==> config.mk <==
export PLATFORM = sky130hd
export DESIGN_NAME = cpu_bus_bridge
export DESIGN_NICKNAME = d
export VERILOG_FILES = /design/src/rtl/cpu_bus_pkg.sv /design/src/rtl/bus_wait_counter.sv /design/src/rtl/cpu_bus_bridge.sv
export SDC_FILE = /design/constraint.sdc
export NUM_CORES = 1
export LEC_CHECK = 0
export CAP_MARGIN = 20
export CORE_MARGIN = 4
export CORE_UTILIZATION = 30
export DETAILED_ROUTE_END_ITERATION = 16
export MAX_ROUTING_LAYER = met4
export PLACE_DENSITY = 0.64
export SYNTH_ARGS = -nofsm -noshare
export SYNTH_HDL_FRONTEND = slang
export SYNTH_SLANG_ARGS = --single-unit
==> constraint.sdc <==
create_clock -name i_clk -period 9.2 [get_ports i_clk]
set_input_delay 0.92 -clock i_clk [delete_from_list [all_inputs] [get_ports i_clk]]
set_output_delay 0.92 -clock i_clk [all_outputs]
set_load 0.01 [all_outputs]
==> src/rtl/cpu_bus_pkg.sv <==
// rtl/cpu_bus_pkg.sv - shared types and constants for the CPU bus bridge
package cpu_bus_pkg;

  typedef enum logic [2:0] {
    ST_IDLE,
    ST_MEM_SETUP,
    ST_MEM_ACCESS,
    ST_IO_WAIT,
    ST_DONE
  } bus_state_t;

  // Low address bits that select an I/O register inside the I/O region
  localparam int IO_REGION_W = 8;

  localparam int CNT_W = 8;

  // Read data returned when an I/O access times out
  localparam logic [63:0] TIMEOUT_FILL = '1;

endpackage

==> src/rtl/bus_wait_counter.sv <==
// rtl/bus_wait_counter.sv - loadable up/down counter with zero or compare hit flag
module bus_wait_counter #(
  parameter int W = 8
) (
  input  logic         i_clk,
  input  logic         i_rst,
  input  logic         i_load,
  input  logic [W-1:0] i_load_val,
  input  logic         i_en,
  input  logic         i_up,
  input  logic [W-1:0] i_cmp_val,
  output logic         o_hit
);

  logic [W-1:0] r_count;

  always_ff @(posedge i_clk or posedge i_rst) begin
    if (i_rst) begin
      r_count <= '0;
    end else if (i_load) begin
      r_count <= i_load_val;
    end else if (i_en) begin
      r_count <= i_up ? r_count + 1'b1 : r_count - 1'b1;
    end
  end

  // Down mode flags zero; up mode flags reaching the compare value
  assign o_hit = i_up ? (r_count == i_cmp_val) : (r_count == '0);

endmodule

==> src/rtl/cpu_bus_bridge.sv <==
// rtl/cpu_bus_bridge.sv - CPU bus bridge to async SRAM (wait states) and I/O port (ack timeout)
module cpu_bus_bridge
  import cpu_bus_pkg::*;
#(
  parameter int                ADDR_W     = 32,
  parameter int                DATA_W     = 32,
  parameter int                MEM_AW     = 19,
  parameter int                RD_WAIT    = 2,
  parameter int                WR_WAIT    = 2,
  parameter logic [ADDR_W-1:0] IO_BASE    = 32'hFFFF_FF00,
  parameter int                IO_TIMEOUT = 255
) (
  input  logic              i_clk,
  input  logic              i_rst,
  input  logic              i_bus_clk,
  input  logic              i_bus_we,
  input  logic [ADDR_W-1:0] i_bus_addr,
  input  logic [DATA_W-1:0] i_bus_data,
  output logic [DATA_W-1:0] o_bus_data,
  output logic              o_bus_data_ready,
  output logic [MEM_AW-1:0] o_mem_addr,
  output logic [DATA_W-1:0] o_mem_wdata,
  input  logic [DATA_W-1:0] i_mem_rdata,
  output logic              o_mem_ce_n,
  output logic              o_mem_oe_n,
  output logic              o_mem_we_n,
  output logic              o_io_req,
  output logic              o_io_we,
  output logic [7:0]        o_io_addr,
  output logic [DATA_W-1:0] o_io_wdata,
  input  logic [DATA_W-1:0] i_io_rdata,
  input  logic              i_io_ack,
  output logic              o_io_timeout
);

  localparam logic [DATA_W-1:0] FILL_VAL = TIMEOUT_FILL[DATA_W-1:0];
  localparam logic [CNT_W-1:0]  RD_LOAD  = CNT_W'(RD_WAIT);
  localparam logic [CNT_W-1:0]  WR_LOAD  = CNT_W'(WR_WAIT);
  // Counter value seen on the edge that is IO_TIMEOUT cycles after the request
  localparam logic [CNT_W-1:0]  IO_CMP   = (IO_TIMEOUT > 0) ? CNT_W'(IO_TIMEOUT - 1) : '0;

  bus_state_t r_state, w_next_state;

  logic              r_we;
  logic [DATA_W-1:0] r_bus_data;
  logic              r_ready;
  logic [MEM_AW-1:0] r_mem_addr;
  logic [DATA_W-1:0] r_mem_wdata;
  logic              r_mem_ce_n, r_mem_oe_n, r_mem_we_n;
  logic              r_io_req, r_io_we, r_io_timeout;
  logic [7:0]        r_io_addr;
  logic [DATA_W-1:0] r_io_wdata;

  logic w_is_io;
  logic w_mem_load, w_mem_en, w_mem_hit;
  logic w_io_load, w_io_en, w_io_hit;

  assign w_is_io = (i_bus_addr[ADDR_W-1:IO_REGION_W] == IO_BASE[ADDR_W-1:IO_REGION_W]);

  bus_wait_counter #(.W(CNT_W)) u_mem_wait (
    .i_clk      (i_clk),
    .i_rst      (i_rst),
    .i_load     (w_mem_load),
    .i_load_val (r_we ? WR_LOAD : RD_LOAD),
    .i_en       (w_mem_en),
    .i_up       (1'b0),
    .i_cmp_val  ('0),
    .o_hit      (w_mem_hit)
  );

  bus_wait_counter #(.W(CNT_W)) u_io_timer (
    .i_clk      (i_clk),
    .i_rst      (i_rst),
    .i_load     (w_io_load),
    .i_load_val ('0),
    .i_en       (w_io_en),
    .i_up       (1'b1),
    .i_cmp_val  (IO_CMP),
    .o_hit      (w_io_hit)
  );

  always_ff @(posedge i_clk or posedge i_rst) begin
    if (i_rst) begin
      r_state <= ST_IDLE;
    end else begin
      r_state <= w_next_state;
    end
  end

  always_comb begin
    w_next_state = r_state;
    w_mem_load   = 1'b0;
    w_mem_en     = 1'b0;
    w_io_load    = 1'b0;
    w_io_en      = 1'b0;
    unique case (r_state)
      ST_IDLE: begin
        if (i_bus_clk) begin
          w_next_state = w_is_io ? ST_IO_WAIT : ST_MEM_SETUP;
          w_io_load    = w_is_io;
        end
      end
      ST_MEM_SETUP: begin
        w_next_state = ST_MEM_ACCESS;
        w_mem_load   = 1'b1;
      end
      ST_MEM_ACCESS: begin
        if (w_mem_hit) w_next_state = ST_DONE;
        else           w_mem_en     = 1'b1;
      end
      ST_IO_WAIT: begin
        if (i_io_ack || w_io_hit) w_next_state = ST_DONE;
        else                      w_io_en      = 1'b1;
      end
      ST_DONE: begin
        if (!i_bus_clk) w_next_state = ST_IDLE;
      end
      default: w_next_state = ST_IDLE;
    endcase
  end

  always_ff @(posedge i_clk or posedge i_rst) begin
    if (i_rst) begin
      r_we         <= 1'b0;
      r_bus_data   <= '0;
      r_ready      <= 1'b0;
      r_mem_addr   <= '0;
      r_mem_wdata  <= '0;
      r_mem_ce_n   <= 1'b1;
      r_mem_oe_n   <= 1'b1;
      r_mem_we_n   <= 1'b1;
      r_io_req     <= 1'b0;
      r_io_we      <= 1'b0;
      r_io_addr    <= '0;
      r_io_wdata   <= '0;
      r_io_timeout <= 1'b0;
    end else begin
      r_io_timeout <= 1'b0;
      case (r_state)
        ST_IDLE: begin
          if (i_bus_clk) begin
            r_we <= i_bus_we;
            if (w_is_io) begin
              r_io_req   <= 1'b1;
              r_io_we    <= i_bus_we;
              r_io_addr  <= i_bus_addr[IO_REGION_W-1:0];
              r_io_wdata <= i_bus_data;
            end else begin
              r_mem_ce_n  <= 1'b0;
              r_mem_addr  <= i_bus_addr[MEM_AW-1:0];
              r_mem_wdata <= i_bus_data;
            end
          end
        end
        ST_MEM_SETUP: begin
          if (r_we) r_mem_we_n <= 1'b0;
          else      r_mem_oe_n <= 1'b0;
        end
        ST_MEM_ACCESS: begin
          if (w_mem_hit) begin
            r_ready    <= 1'b1;
            r_mem_ce_n <= 1'b1;
            r_mem_oe_n <= 1'b1;
            r_mem_we_n <= 1'b1;
            if (!r_we) r_bus_data <= i_mem_rdata;
          end
        end
        ST_IO_WAIT: begin
          // A late ack on the timeout edge still completes normally
          if (i_io_ack) begin
            r_io_req <= 1'b0;
            r_ready  <= 1'b1;
            if (!r_io_we) r_bus_data <= i_io_rdata;
          end else if (w_io_hit) begin
            r_io_req     <= 1'b0;
            r_ready      <= 1'b1;
            r_io_timeout <= 1'b1;
            if (!r_io_we) r_bus_data <= FILL_VAL;
          end
        end
        ST_DONE: begin
          if (!i_bus_clk) r_ready <= 1'b0;
        end
        default: ;
      endcase
    end
  end

  assign o_bus_data       = r_bus_data;
  assign o_bus_data_ready = r_ready;
  assign o_mem_addr       = r_mem_addr;
  assign o_mem_wdata      = r_mem_wdata;
  assign o_mem_ce_n       = r_mem_ce_n;
  assign o_mem_oe_n       = r_mem_oe_n;
  assign o_mem_we_n       = r_mem_we_n;
  assign o_io_req         = r_io_req;
  assign o_io_we          = r_io_we;
  assign o_io_addr        = r_io_addr;
  assign o_io_wdata       = r_io_wdata;
  assign o_io_timeout     = r_io_timeout;

endmodule

* Yosys cells after proc, flatten, opt, wreduce, memory -nomap -nowiden
Index checks and enable logic that the tools add are counted.
Operators by class: multiply operators 0, reductions and logical operators 20, bitwise gates (word level) 1, equality and inequality tests 17, divide/modulo/power cells 0, $add $sub $neg 2, muxes and demuxes 44, magnitude comparators 0, shift operators 0
Operator list (number):
- 32-bit 2-to-1 mux | 6
- 32-bit case mux with 2 select lines | 1
- 8-bit 2-to-1 mux | 4
- 24-bit equality test, second input constant | 1
- 1-bit 2-to-1 mux | 22
- 2-bit inequality test, second input constant | 9
- 4-bit AND reduction | 4
- 3-bit case mux with 5 select lines | 1
- 3-bit 2-to-1 mux | 4
- 3-bit AND reduction | 4
- 2-bit nonzero test | 6
- 8-bit by 1-bit adder with 8-bit output, second input constant | 1
- 8-bit equality test, second input constant | 1
- 8-bit logical NOT | 1
- 1-bit case mux with 2 select lines | 4
- 8-bit by 1-bit subtractor with 8-bit output, second input constant | 1
- 3-bit by 2-bit equality test with 1-bit output, second input constant | 2
- 5-bit AND reduction | 1
- 3-bit by 1-bit equality test with 1-bit output, second input constant | 1
- 3-bit equality test, second input constant | 1
- 3-bit logical NOT | 1
- 3-bit inequality test, second input constant | 1
- 1-bit case mux with 3 select lines | 1
- 3-bit nonzero test | 1
- other kinds (5) | 5
Storage, ports and cells: bits in read-only memories 0, RAM bits 0, word-level logic and storage cells 100, register bits 150, input port bits 133, memories kept 0, bits in latches 0

* Logic depth before layout (Yosys ltp)
depth in word-level cells 6, gate-level depth with buffers 8, gate-level depth less buffers 7

* By module
Synthesis repeated with hierarchy kept, for this count alone.
Unflattened totals: cell total of the unflattened synthesis 628, area total of the unflattened synthesis 7473.4 µm²
By module, submodules not included:
- cpu_bus_bridge | sequential area each 3357.0 µm², area each 5856.9 µm², times used 1, cells each 442
- bus_wait_counter | sequential area each 200.2 µm², area each 808.3 µm², times used 2, cells each 93

* Worst setup path before layout
Ideal clock, no wire load.
path kind register -> register, from reg u_mem_wait.r_count[2], to reg r_bus_data[14], in the netlist o_bus_data[14], data arrival time 2703 ps, library setup time 125 ps, slack 6372 ps, period minus slack after synthesis 2828 ps, path buffers 1, required time 9075 ps, cell stages (with the launch flop) 7, cells stage by stage dfrtp_1 -> or4_4 -> o41a_4 -> or4b_4 -> a311oi_4 -> buf_6 -> mux2_2
On the way: cells in the longest elaborated chain, start to end 3
RTL lines:
- from (decl) | line bus_wait_counter.sv:15 | logic [W-1:0] r_count;
- from (signal assigned) | line bus_wait_counter.sv:21 | r_count <= i_load_val;
- from (signal assigned) | line bus_wait_counter.sv:23 | r_count <= i_up ? r_count + 1'b1 : r_count - 1'b1;
- 8-bit logical NOT
- 2-bit by 1-bit inequality test with 1-bit output (no line)
- 5-bit AND reduction (no line)
- to (signal assigned) | line cpu_bus_bridge.sv:165 | if (!r_we) r_bus_data <= i_mem_rdata;
- to (signal assigned) | line cpu_bus_bridge.sv:173 | if (!r_io_we) r_bus_data <= i_io_rdata;
- to (decl) | line cpu_bus_bridge.sv:45 | logic [DATA_W-1:0] r_bus_data;
No other way between the ends. A chain may end at the register's enable or synchronous reset.

* Final worst setup path
from in i_bus_addr[9], to reg r_io_wdata[23], in the netlist o_io_wdata[23]
On the way: cells in the longest elaborated chain, start to end 2
RTL lines:
- from (decl) | line cpu_bus_bridge.sv:17 | input logic [ADDR_W-1:0] i_bus_addr,
- 24-bit equality test | line cpu_bus_bridge.sv:58 | assign w_is_io = (i_bus_addr[ADDR_W-1:IO_REGION_W] == IO_BASE[ADDR_W-1:IO_REGION_W]);
- 3-bit AND reduction (no line)
- to (signal assigned) | line cpu_bus_bridge.sv:147 | r_io_wdata <= i_bus_data;
- to (decl) | line cpu_bus_bridge.sv:52 | logic [DATA_W-1:0] r_io_wdata;
No other way between the ends.

==> results_dict.tcl <==
set metrics [dict create \
    status "completed" \
    insertedDiodeCount 0 \
    global_route.usage.total 0.141 \
    cts.sinks 150 \
    pin_count_of_the_biggest_net_entering_global_routing 90 \
    timing.fmax_mhz 285 \
    multi_input_comb_area_mm2 0.00242 \
    synth.cell_area_mm2 0.00643 \
    clockRootBuffer "sky130_fd_sc_hd__clkbuf_16" \
    setup_slack_reg_to_reg_ps 6100 \
    max_cap_viol_count 0 \
    area.growth.synth_to_final_pct 53.7 \
    synth_enable_flop_cells 0 \
    area_of_the_die_mm2 0.0238 \
    synth.net_count 641 \
    tritoncts "built" \
    post-route-min-period_ps 3510 \
    worstHoldEndpoint "o_mem_ce_n" \
    synth_sequential_area_ratio 0.584 \
    num_vias 4774 \
    timing_max_transition_violations_final 0 \
    worst_setup_path_start_kind "input port" \
    clk_latency_ps 420 \
    floorplan.io_pins 263 \
    hold_path.class "reg -> reg" \
    worst_slew_margin_rel 0.336 \
    critical_path.cell_chain "clkdlybuf4s50_1, nand4_1, nor4_1, nand2_1, nor2_4, buf_4, mux2_2" \
    post_detailed_placement_half_perimeter_wirelength_mm 12.1 \
    power_density_mw_per_mm2 279 \
    detailed_route_drc_error_count 0 \
    floorplan.core_area_mm2 0.0210 \
    postCtsSetupBuffers 0 \
    crit_path_max_incr_delay_ps 750 \
    die_h_um 154 \
    top_cell_type_s_share_of_synthesized_area 0.572 \
    start_util 0.306 \
    via_per_inst 4.54 \
    yosys_register_bits 150 \
    nNetsFinal 903 \
    grt_pass1_wl_mm 26.1 \
    postRouteWirelength_mm 16.7 \
    ir_drop_worst_vdd_v 0.000125 \
    drt_iter0_drc 178 \
    ctsLongestPathBuffers 2 \
    fin_setup_tns_ps 0 \
    timing_hold_violations_final 0 \
    filler_cell_count 1909 \
    antenna_left 0 \
    synth_warnings 0 \
    number_of_buffers_added_by_the_clock_tree_synthesis_step 17 \
    antenna_violations_before_repair 0 \
    synth_cells 504 \
    synthFlopType "sky130_fd_sc_hd__dfrtp_1" \
    final-seq-area_mm2 0.00376 \
    post-synth-top-count-cell "sky130_fd_sc_hd__dfrtp_1" \
    post_route_cells_drive_above_1_share 0.219 \
    min-delay-start "o_mem_ce_n" \
    port_buffers 262 \
    worstSetupPathType "in -> reg" \
    synth.largest_area_cell "sky130_fd_sc_hd__dfrtp_1" \
    cts.clk_slew.worst_paths_ps 60 \
    synth_top_cells_by_count "147 x sky130_fd_sc_hd__dfrtp_1, 122 x sky130_fd_sc_hd__mux2_2, 51 x sky130_fd_sc_hd__nor2_1, 40 x sky130_fd_sc_hd__inv_1, 32 x sky130_fd_sc_hd__a31oi_1" \
    postCtsResizedCells 0 \
    timing.hold.worst_path_depth 2 \
    place_congestion 0.767 \
    leakage_nw 4.24 \
    ctsHtreeMaxLevel 4 \
    yosys-top-cells-area "sky130_fd_sc_hd__dfrtp_1 57%, sky130_fd_sc_hd__mux2_2 21%, sky130_fd_sc_hd__a31oi_1 3.1%" \
    post-layout-total-power_mw 2.76 \
    period_share 0.381 \
    crit_path_end_kind "flip-flop" \
    timing.critical_path.arrival_ps 3800 \
    synthesis.area_per_instance_um2 12.8 \
    critical_path.reg2reg.endpoint "o_bus_data[16]" \
    finClkSkew_ps 9.76 \
    endpoint_required_time_on_the_critical_path_ps 9490 \
    setup_viol 0 \
    tightest_slew_ps 983 \
    first_global_vias 4845 \
    grt_setup_unrepaired "false" \
    hold_buffers 0 \
    floorplan.rows 53 \
    critPathMaxFanout 41 \
    first_pass_iters 4 \
    r2r.worst_path.cells 6 \
    routedWlPerCell_um 15.8 \
    netlist-cell-type-count 45 \
    crit-reg2reg-launch "u_mem_wait.r_count[2]" \
    grt_overflow 0 \
    critical-path-slowest-cell "sky130_fd_sc_hd__nor4_1" \
    fp.dieW_um 154 \
    async_flop_share 1.00 \
]
-- stage by stage --
step	instance area (µm²)	hold slack [ps]	std cells	util	setup WS (ps)
after floorplan	6430	465	504	-	4250
after global placement	9360	447	1022	0.445	5190
after detailed placement	9360	455	1022	0.445	5110
after CTS	9880	466	1052	0.470	5550
after global routing	9880	488	1052	0.470	5460
final	9880	466	1052	0.470	5690
-- critical path, delay by kind of cell --
kind                   cells  cell delay [ps]
muxes                      1              400
and+or+nand+nor            4             1430
buffers and inverters      2             1020
-- report_power, final --
group / internal [mW] / leakage, nW / total [mW] / switching [mW]
sequential: 0.895 / 1.88 / 1.03 / 0.138
combinational: 0.659 / 2.12 / 1.10 / 0.437
clock: 0.347 / 0.244 / 0.632 / 0.285
-- cell usage in the layout, fill, tap and decap left out, drive strengths merged, types with 2 or more instances in the layout --
cell           instances
inv                   45
nor3                   2
nand4b                 2
clkinv                 2
xor2                   9
clkdlybuf4s50        262
nor4                   3
mux2                 125
clkinvlp               5
dfrtp                147
nand4                 10
and2                   3
or4                    2
clkbuf                18
a311oi                 2
xnor2                  5
o21ai                  5
dfstp                  3
a21oi                  2
nand2                 10
nor2                  51
buf                    7
ha                     4
nand3b                 2
a31oi                 32
nand2b                 2
-- worst max path at each step --
stage,startpoint,to,slack (ps),cells past startpoint
after floorplan,i_rst,o_bus_data[0],4250,1
after global placement,i_bus_addr[9],o_io_wdata[31],5190,7
after detailed placement,i_bus_addr[9],o_io_wdata[19],5110,7
after CTS,i_bus_addr[9],o_io_addr[5],5550,7
after global routing,i_bus_addr[9],o_io_addr[3],5460,7
final,i_bus_addr[9],o_io_wdata[23],5690,7
-- layout make-up --
cell class              instances  share of cell area
inverters                      40              0.0157
clock buffers                  18              0.0434
clock inverters                12             0.00988
well taps                     275              0.0348
flip-flops and latches        150               0.380
multi-input cells             288               0.245
repair buffers                269               0.271
-- flip-flops by register name, summed over array words and instances (netlist names), 3 cells and up --
register,flops
u_io_timer.r_count,8
r_state,3
o_mem_wdata,32
o_mem_addr,19
o_io_addr,8
o_io_wdata,32
u_mem_wait.r_count,8
o_bus_data,32
-- routing by layer --
layer,GRT usage,wire length [µm]
met1,0.177,7330
met2,0.208,7610
met3,0.0593,1540
met4,0.0412,181
met5,-,0
-- logic make-up (layout without fill, tap and decap cells) --
family                     Yosys count  count (layout)  share of synthesized area
AOI/OAI and AO/OA                   49              49                     0.0541
xor gates and xnor gates            14              14                     0.0191
adders and majority gates            4               4                    0.00778
buffers and inverters               66             339                     0.0420
DFF                                150             150                      0.584
muxes                              125             125                      0.219
and+or+nand+nor                     96              96                     0.0739
Power figures use the tool's default switching activity.
==> variant, RTL diff (config.mk and constraints unchanged) <==
Reset style: synchronous (`i_rst`), changed in 3 clocked blocks. Comments in the files are not updated.
--- a/src/rtl/bus_wait_counter.sv
+++ b/src/rtl/bus_wait_counter.sv
@@ -15,5 +15,5 @@
   logic [W-1:0] r_count;
 
-  always_ff @(posedge i_clk or posedge i_rst) begin
+  always_ff @(posedge i_clk) begin
     if (i_rst) begin
       r_count <= '0;
--- a/src/rtl/cpu_bus_bridge.sv
+++ b/src/rtl/cpu_bus_bridge.sv
@@ -80,5 +80,5 @@
   );
 
-  always_ff @(posedge i_clk or posedge i_rst) begin
+  always_ff @(posedge i_clk) begin
     if (i_rst) begin
       r_state <= ST_IDLE;
@@ -120,5 +120,5 @@
   end
 
-  always_ff @(posedge i_clk or posedge i_rst) begin
+  always_ff @(posedge i_clk) begin
     if (i_rst) begin
       r_we         <= 1'b0;
Formal check against the unedited RTL: differs if i_rst is asserted again (counterexample within 4 cycles, from zero or initial values and one cycle with i_rst high); with i_rst held inactive, the same outputs for 4 cycles.
==> variant against the unedited design <==
- maximum frequency is 4.0% higher
- first-iteration DRC count is 21% higher
- area after synthesis is 8.9% higher
- critical path depth decreased by 1
- routed wire length up 21%
- sequential cell count is the same
- final area up 5.5%
- setup slack better by 0.14 ns
- final cell count up 22%
- hold slack better by 0.0049 ns
Power is not compared: it rests on default switching activity, and its combinational part moved more than twofold at a synthesized area within 25%.
==> variant: results (changes against the unedited design) <==
<table>
<tr><th>Metric</th><th>Value</th></tr>
<tr><th colspan="2">Status</th></tr>
<tr><td>Result of the run</td><td>finished, final reports clean (unchanged)</td></tr>
<tr><th colspan="2">Route</th></tr>
<tr><td>Wire length after detailed routing</td><td>20200 microns (was 16700 microns)</td></tr>
<tr><td>Post-detailed-route via-to-cell ratio</td><td>4.50 (was 4.54)</td></tr>
<tr><th colspan="2">Layout</th></tr>
<tr><td>Fillers</td><td>2180 (was 1909)</td></tr>
<tr><td>Share of layout cells above drive strength 1</td><td>5.25% (was 21.9%)</td></tr>
<tr><th colspan="2">GRT</th></tr>
<tr><td>Via count of the first global-routing pass</td><td>5792 (was 4845)</td></tr>
<tr><td>Wire length of the first global-routing pass</td><td>31600 microns (was 26100 microns)</td></tr>
<tr><td>Pin count of the biggest net entering global routing</td><td>92 (was 90)</td></tr>
<tr><td>Overall routing resource usage</td><td>15.6% (was 14.1%)</td></tr>
<tr><th colspan="2">Place</th></tr>
<tr><td>Weighted congestion reported at the end of routability-driven placement</td><td>0.800 (was 0.767)</td></tr>
<tr><td>Placed cell area</td><td>0.00979 sq mm (was 0.00936 sq mm)</td></tr>
<tr><td>HPWL after detailed placement</td><td>14500 microns (was 12100 microns)</td></tr>
<tr><th colspan="2">Synthesis</th></tr>
<tr><td>Async set-reset flop share out of synthesis</td><td>0% (was 100%)</td></tr>
<tr><td>List of most frequent post-synthesis cells</td><td>sky130_fd_sc_hd__nand2b_1 (176), sky130_fd_sc_hd__dfxtp_1 (150), sky130_fd_sc_hd__mux2i_1 (124), sky130_fd_sc_hd__nor2_1 (48), sky130_fd_sc_hd__inv_1 (38) (was sky130_fd_sc_hd__dfrtp_1 (147), sky130_fd_sc_hd__mux2_2 (122), sky130_fd_sc_hd__nor2_1 (51), sky130_fd_sc_hd__inv_1 (40), sky130_fd_sc_hd__a31oi_1 (32))</td></tr>
<tr><td>Sequential fraction of the synthesis area</td><td>42.9% (was 58.4%)</td></tr>
<tr><td>Dominant cells by area after synthesis</td><td>sky130_fd_sc_hd__dfxtp_1 (43%), sky130_fd_sc_hd__mux2i_1 (18%), sky130_fd_sc_hd__nand2b_1 (16%) (was sky130_fd_sc_hd__dfrtp_1 (57%), sky130_fd_sc_hd__mux2_2 (21%), sky130_fd_sc_hd__a31oi_1 (3.1%))</td></tr>
<tr><td>Number of nets in the synthesized netlist</td><td>864 (was 641)</td></tr>
<tr><th colspan="2">Timing</th></tr>
<tr><td>Worst max-slew margin expressed relative to the limit</td><td>41.8% (was 33.6%)</td></tr>
<tr><th colspan="2">Worst setup path</th></tr>
<tr><td>Crit path DAT</td><td>3.71 ns (was 3.80 ns)</td></tr>
<tr><td>Slowest stage cell, crit path</td><td>sky130_fd_sc_hd__buf_4 (was sky130_fd_sc_hd__nor4_1)</td></tr>
</table>
-- variant: per-layer routing --
layer  wire length (microns)  vias up  track usage, %
li1                        -     2941               -
met1                    8810     2634            18.8
met2                    9610      182            25.4
met3                    1340       30            4.13
met4                     444        0            5.43
met5                       0        -               -
-- variant: through the flow --
stage	total power, W	cells	worst slack (ns)	util (%)
after detailed placement	0.000979	1251	4.90	43.0
after global routing	0.00173	1285	5.64	45.8
after floorplan	0.000839	727	6.78	-
after CTS	0.00168	1283	5.34	45.6
after global placement	0.000978	1251	4.96	43.0
final	0.00166	1285	5.83	45.8
-- variant: cells by family after synthesis --
logic type	synth area share [%]
AND/OR/NAND/NOR	23.2
flip-flops	42.9
multiplexers	17.7
buffers and inverters	6.06
AO/OA/AOI/OAI	8.26
XOR/XNOR	1.13
adder cells (fa/ha/maj)	0.715
-- variant: cell type report --
type | instances | area share [%]
clock buffers | 19 | 4.34
multi-input cells | 483 | 34.5
flip-flops and latches | 150 | 28.8
clock inverters | 13 | 1.32
repair buffers | 269 | 25.9
well taps | 313 | 3.76
inverters | 38 | 1.37
-- variant: worst max-delay path, delay by kind of cell --
family,cells,cell delay [ns]
buffers and inverters,2,1.17
multiplexers,1,0.28
AND/OR/NAND/NOR,3,1.31
-- variant: final timing paths --
| path | from | endpoint | slack [ns] |
|---|---|---|---|
| worst min register to register | o_mem_addr[17] | o_mem_addr[17] | 0.47 |
| worst max-delay path | i_bus_addr[18] | o_io_wdata[12] | 5.83 |
| worst min-delay path | o_mem_addr[17] | o_mem_addr[17] | 0.47 |
| worst max register to register | u_io_timer.r_count[0] | o_bus_data[31] | 6.53 |
-- variant: report_power, final --
part	total (W)	internal, W	switching (W)
clock network	0.000691	0.000396	0.000296
logic	0.000266	0.000154	0.000111
registers	0.000698	0.000680	0.0000178
